===== config.mk =====
export PLATFORM = sky130hd
export DESIGN_NAME = uart_tx
export DESIGN_NICKNAME = d
export VERILOG_FILES = /design/src/rtl/uart_tx_pkg.sv /design/src/rtl/uart_baud_gen.sv /design/src/rtl/uart_tx.sv
export SDC_FILE = /design/constraint.sdc
export NUM_CORES = 1
export LEC_CHECK = 0
export ABC_AREA = 1
export CORE_ASPECT_RATIO = 0.8
export CORE_MARGIN = 1.5
export CORE_UTILIZATION = 59
export CTS_CLUSTER_SIZE = 25
export DETAILED_ROUTE_END_ITERATION = 8
export PLACE_DENSITY = 0.94
export SYNTH_ARGS = -nofsm -noshare
export SYNTH_HDL_FRONTEND = slang
export SYNTH_HIERARCHICAL = 1
export SYNTH_SLANG_ARGS = --single-unit

===== constraint.sdc =====
create_clock -name clk -period 2.7 [get_ports clk]
set_clock_uncertainty 0.1 [all_clocks]
set_input_delay 0.54 -clock clk [delete_from_list [all_inputs] [get_ports clk]]
set_output_delay 0.54 -clock clk [all_outputs]
set_load 0.005 [all_outputs]

===== src/rtl/uart_tx_pkg.sv =====
// Shared UART definitions: FSM state encoding, frame constants and bit-period rounding.
// Intended for reuse by a future receiver.
package uart_tx_pkg;

  typedef enum logic [1:0] {
    StIdle  = 2'd0,
    StStart = 2'd1,
    StData  = 2'd2,
    StStop  = 2'd3
  } tx_state_e;

  localparam int unsigned DataBits = 8;
  localparam int unsigned BitIdxW  = 3;

  // Nearest-integer clocks per bit.
  function automatic int unsigned calc_clks_per_bit(input int unsigned clk_freq_hz,
                                                    input int unsigned baud_rate);
    return (clk_freq_hz + baud_rate / 2) / baud_rate;
  endfunction

endpackage


===== src/rtl/uart_baud_gen.sv =====
// Bit-period timer: pulses bit_tick in the last cycle of every CLKS_PER_BIT-cycle period.
// restart realigns the period so the next bit starts at full length.
module uart_baud_gen #(
  parameter int unsigned CLKS_PER_BIT = 104
) (
  input  logic clk,
  input  logic resetn,
  input  logic restart,
  output logic bit_tick
);

  localparam int unsigned CntW = $clog2(CLKS_PER_BIT);
  localparam logic [CntW-1:0] LastCnt = CntW'(CLKS_PER_BIT - 1);

  logic [CntW-1:0] cnt_q, cnt_d;

  always_comb begin
    bit_tick = (cnt_q == LastCnt);
    if (restart || bit_tick) begin
      cnt_d = '0;
    end else begin
      cnt_d = cnt_q + 1'b1;
    end
  end

  always_ff @(posedge clk or negedge resetn) begin
    if (!resetn) begin
      cnt_q <= '0;
    end else begin
      cnt_q <= cnt_d;
    end
  end

endmodule


===== src/rtl/uart_tx.sv =====
// 8-bit UART transmitter, LSB first, 1 or 2 stop bits, valid/ready byte input.
// TXD is registered from the next state so it never glitches.
module uart_tx
  import uart_tx_pkg::*;
#(
  parameter int unsigned CLK_FREQ_HZ = 12_000_000,
  parameter int unsigned BAUD_RATE   = 115_200,
  parameter int unsigned STOP_BITS   = 1
) (
  input  logic                clk,
  input  logic                resetn,
  input  logic [DataBits-1:0] tx_data,
  input  logic                tx_valid,
  output logic                tx_ready,
  output logic                busy,
  output logic                TXD
);

  localparam int unsigned CLKS_PER_BIT = calc_clks_per_bit(CLK_FREQ_HZ, BAUD_RATE);
  localparam logic [BitIdxW-1:0] LastBitIdx = BitIdxW'(DataBits - 1);
  localparam logic StopLast = 1'(STOP_BITS - 1);

  if (STOP_BITS != 1 && STOP_BITS != 2) begin : g_bad_stop_bits
    $error("uart_tx: STOP_BITS must be 1 or 2");
  end
  if (CLKS_PER_BIT < 2) begin : g_bad_clks_per_bit
    $error("uart_tx: CLKS_PER_BIT must be at least 2");
  end

  tx_state_e           state_q, state_d;
  logic [DataBits-1:0] shift_q, shift_d;
  logic [BitIdxW-1:0]  bit_idx_q, bit_idx_d;
  logic                stop_cnt_q, stop_cnt_d;
  logic                txd_q, txd_d;

  logic bit_tick;
  logic stop_last;
  logic accept;

  uart_baud_gen #(
    .CLKS_PER_BIT(CLKS_PER_BIT)
  ) u_baud_gen (
    .clk     (clk),
    .resetn  (resetn),
    .restart (accept),
    .bit_tick(bit_tick)
  );

  // Ready also in the final stop cycle so a waiting producer gets a zero-gap frame.
  assign stop_last = (state_q == StStop) && bit_tick && (stop_cnt_q == StopLast);
  assign tx_ready  = (state_q == StIdle) || stop_last;
  assign accept    = tx_valid && tx_ready;
  assign busy      = (state_q != StIdle);
  assign TXD       = txd_q;

  always_comb begin
    state_d    = state_q;
    shift_d    = shift_q;
    bit_idx_d  = bit_idx_q;
    stop_cnt_d = stop_cnt_q;

    unique case (state_q)
      StIdle: begin
        if (accept) begin
          state_d    = StStart;
          shift_d    = tx_data;
          bit_idx_d  = '0;
          stop_cnt_d = 1'b0;
        end
      end
      StStart: begin
        if (bit_tick) begin
          state_d   = StData;
          bit_idx_d = '0;
        end
      end
      StData: begin
        if (bit_tick) begin
          if (bit_idx_q == LastBitIdx) begin
            state_d    = StStop;
            stop_cnt_d = 1'b0;
          end else begin
            shift_d   = {1'b0, shift_q[DataBits-1:1]};
            bit_idx_d = bit_idx_q + 1'b1;
          end
        end
      end
      StStop: begin
        if (bit_tick) begin
          if (stop_cnt_q == StopLast) begin
            if (accept) begin
              state_d    = StStart;
              shift_d    = tx_data;
              bit_idx_d  = '0;
              stop_cnt_d = 1'b0;
            end else begin
              state_d = StIdle;
            end
          end else begin
            stop_cnt_d = stop_cnt_q + 1'b1;
          end
        end
      end
      default: state_d = StIdle;
    endcase

    unique case (state_d)
      StStart: txd_d = 1'b0;
      StData:  txd_d = shift_d[0];
      default: txd_d = 1'b1;
    endcase
  end

  always_ff @(posedge clk or negedge resetn) begin
    if (!resetn) begin
      state_q    <= StIdle;
      shift_q    <= '0;
      bit_idx_q  <= '0;
      stop_cnt_q <= 1'b0;
      txd_q      <= 1'b1;
    end else begin
      state_q    <= state_d;
      shift_q    <= shift_d;
      bit_idx_q  <= bit_idx_d;
      stop_cnt_q <= stop_cnt_d;
      txd_q      <= txd_d;
    end
  end

endmodule


==> run_results.csv <==
group,metric,value,unit
run_status,status,"completed",
clocking,cts_max_level,1,
timing,rsz0062_at_grt,"false",
grt,antenna_found_initial,0,
pwr,total_power,1.131,mW
timing,tightest_slew,0.3176,ns
yosys,synth_cell_types,23,
final_layout,drive_above_1_share,13.04,%
yosys,syn_inst,164,
drt,ant_nets,0,
yosys,yosysTopAreaCellShare,39.88,%
critical_path,critPathLaunchType,"register",
grt,gr-total-overflow,0,
pwr,p_leak,0.7335,nW
yosys,yosys_warnings,6,
yosys,syn_area,0.001255,mm2
timing,finalHoldViolCount,0,
grt,grt_pass1_wl,4416,um
critical_path,critPathArrivalTime,1.75,ns
flow_run,maxCapViolations,0,
pwr,peakVddDrop,0.4837,mV
floorplan,die_w,54.57,um
grt,top_usage_layer,"met2",
grt,gr-usage-met1,28.67,%
clocking,numCtsBuffers,3,
grt,grt_max_degree,22,
final_layout,final_cells,208,
grt,grt_pass1_vias,1101,
final_layout,layout.nets,203,
clocking,cts_tree,"done",
final_layout,n_fill_cell,136,
drt,drc,0,
grt,grtUsageMet3,8.108,%
place,port_buffers,13,
timing,period_share,88.36,%
place,placed_cells,201,
yosys,async_reset_ff_share,100.0,%
floorplan,row_count,14,
timing,setup_slack,0.3142,ns
clocking,clockRootBuffer,"clkbuf_4",
final_layout,fin_util,75.68,%
critical_path,crit_type,"register to output port",
yosys,synth_commonest_cells,"nand2_1 (46), inv_1 (24), dfrtp_1 (20)",
yosys,yosysSeqAreaShare,41.97,%
pwr,power_density,768.8,mW/mm2
drt,first_pass_iters,4,
timing,fmax,419.2,MHz
place,post-place-ws,0.2031,ns
yosys,synthFlopType,"dfrtp_1",
final_layout,fin_area,0.001471,mm2
drt,wirelength,2691,um
timing,slew_headroom,78.77,%
final_layout,area_delta_synth_final,17.25,%
timing,period_minus_slack,2.386,ns
critical_path,worstSetupEndpointType,"output port",
final_layout,num_antenna_cells,0,
drt,via_count,1152,
floorplan,fp.dieArea,0.002415,mm2
clocking,clkTransAtPathRegs,0.10,ns
yosys,yosys-top-cells-area,"dfrtp_1 (40%), nand2_1 (14%), inv_1 (7.2%), ha_1 (7.0%), nand3_1 (5.2%)",
floorplan,coreArea,0.001944,mm2
yosys,ys_ff_latch,21,
floorplan,initial_core_util,64.54,%
place,gp_congestion,0.8875,
yosys,synth_edf_count,0,
place,hpwl,1990,um
timing,finalSetupViolCount,0,
floorplan,die_h,44.25,um
clocking,cts_buffer_depth,2,
grt,globalRouteMet2Util,46.51,%
drt,wl_per_cell,12.94,um
timing,drv_slew,0,
clocking,cts_sinks,21,
drt,routed_via_density,5.538,
yosys,syn_nets,182,
clocking,clkLatencyLatePin,0.30,ns
timing,whs,0.3922,ns
grt,grt_usage,25.59,%
yosys,synth_area_per_cell,7.652,um2
place,dpl_cell_area,0.001418,mm2
worst_hold_path,hold_class,"register to register",
critical_path,path_max_fanout,6,
critical_path,crit_required,2.06,ns
timing,setup_tns,0,ns
yosys,synth_area_leader_cell,"dfrtp_1",
floorplan,pin_count,14,
drt,drtIter0Drc,25,
yosys,synth_most_common_cell,"nand2_1",
-- repair_timing --
action                     in CTS  in global routing
setup endpoints to repair       1                  1
buffers inserted                2                  1
resized for setup               2                  1
hold buffers                    0                  0
gates cloned                    0                  0
-- power breakdown --
part           internal (mW)  switching, mW
combinational          0.213          0.314
sequential             0.402         0.0536
clock                 0.0577         0.0904
total                  0.673          0.458
-- path summary, 6_finish.rpt --
kind | startpoint | end | slack, ns | cells past startpoint
max | state_q[0]$_DFF_PN0_ | busy | 0.31 | 4
min | shift_q[0]$_DFF_PN0_ | shift_q[0]$_DFF_PN0_ | 0.39 | 2
max reg2reg | u_baud_gen/cnt_q[0]$_DFF_PN0_ | shift_q[2]$_DFFE_PN0P_ | 0.68 | 11
min reg2reg | shift_q[0]$_DFF_PN0_ | shift_q[0]$_DFF_PN0_ | 0.39 | 2
max in group asynchronous | resetn | TXD$_DFF_PN1_ | 1.76 | 2
min in group asynchronous | resetn | shift_q[3]$_DFFE_PN0P_ | 0.46 | 2
-- registers in the layout, indices dropped and copies added, names as in the netlist --
name,cells
u_baud_gen/cnt_q,7
TXD,1
bit_idx_q,3
shift_q,8
state_q,2
-- layout by cell type (no fill, tap or decap), types with 3 or more instances in the layout --
cell	Yosys	routed
a21oi_1	4	4
buf_4	0	4
clkbuf_4	0	3
clkdlybuf4s50_1	0	12
dfrtp_1	20	20
ha_1	7	6
inv_1	24	23
inv_2	3	4
nand2_1	46	46
nand2_2	6	6
nand3_1	13	13
nor2_1	11	11
o21ai_0	10	10
o21ai_1	3	3
o2bb2ai_1	6	6
-- critical path, cell delays in order, from the launching register on --
cell,delay [ns]
dfrtp_1,0.43
inv_1,0.10
ha_1,0.22
inv_1,0.16
clkdlybuf4s50_1,0.53
-- layer usage --
| metal | vias to the layer above | share of wire [%] |
|---|---|---|
| li1 | 566 | - |
| met1 | 537 | 42 |
| met2 | 43 | 49 |
| met3 | 6 | 7.0 |
| met4 | 0 | 2.4 |
| met5 | - | 0 |
-- cells by family (layout without fill, tap and decap cells) --
kind of cell               Yosys count  in the layout  synth area share [%]
and+or+nand+nor                     81             81                 28.42
xor gates and xnor gates             1              1                0.6980
buffers and inverters               28             48                 8.474
adders and majority gates            7              7                 6.979
DFF                                 21             21                 41.97
AOI/OAI and AO/OA                   26             26                 13.46
-- layout make-up --
class / instances / area (um2) / share of cell area (%)
multi-input combinational: 115 / 624.3 / 42.43
sequential: 21 / 526.8 / 35.80
timing repair buffer: 17 / 162.7 / 11.05
inverter: 27 / 101.3 / 6.888
tap: 24 / 30.03 / 2.041
clock buffer: 4 / 26.28 / 1.786
Note: power is estimated with default switching activity, not from simulation.
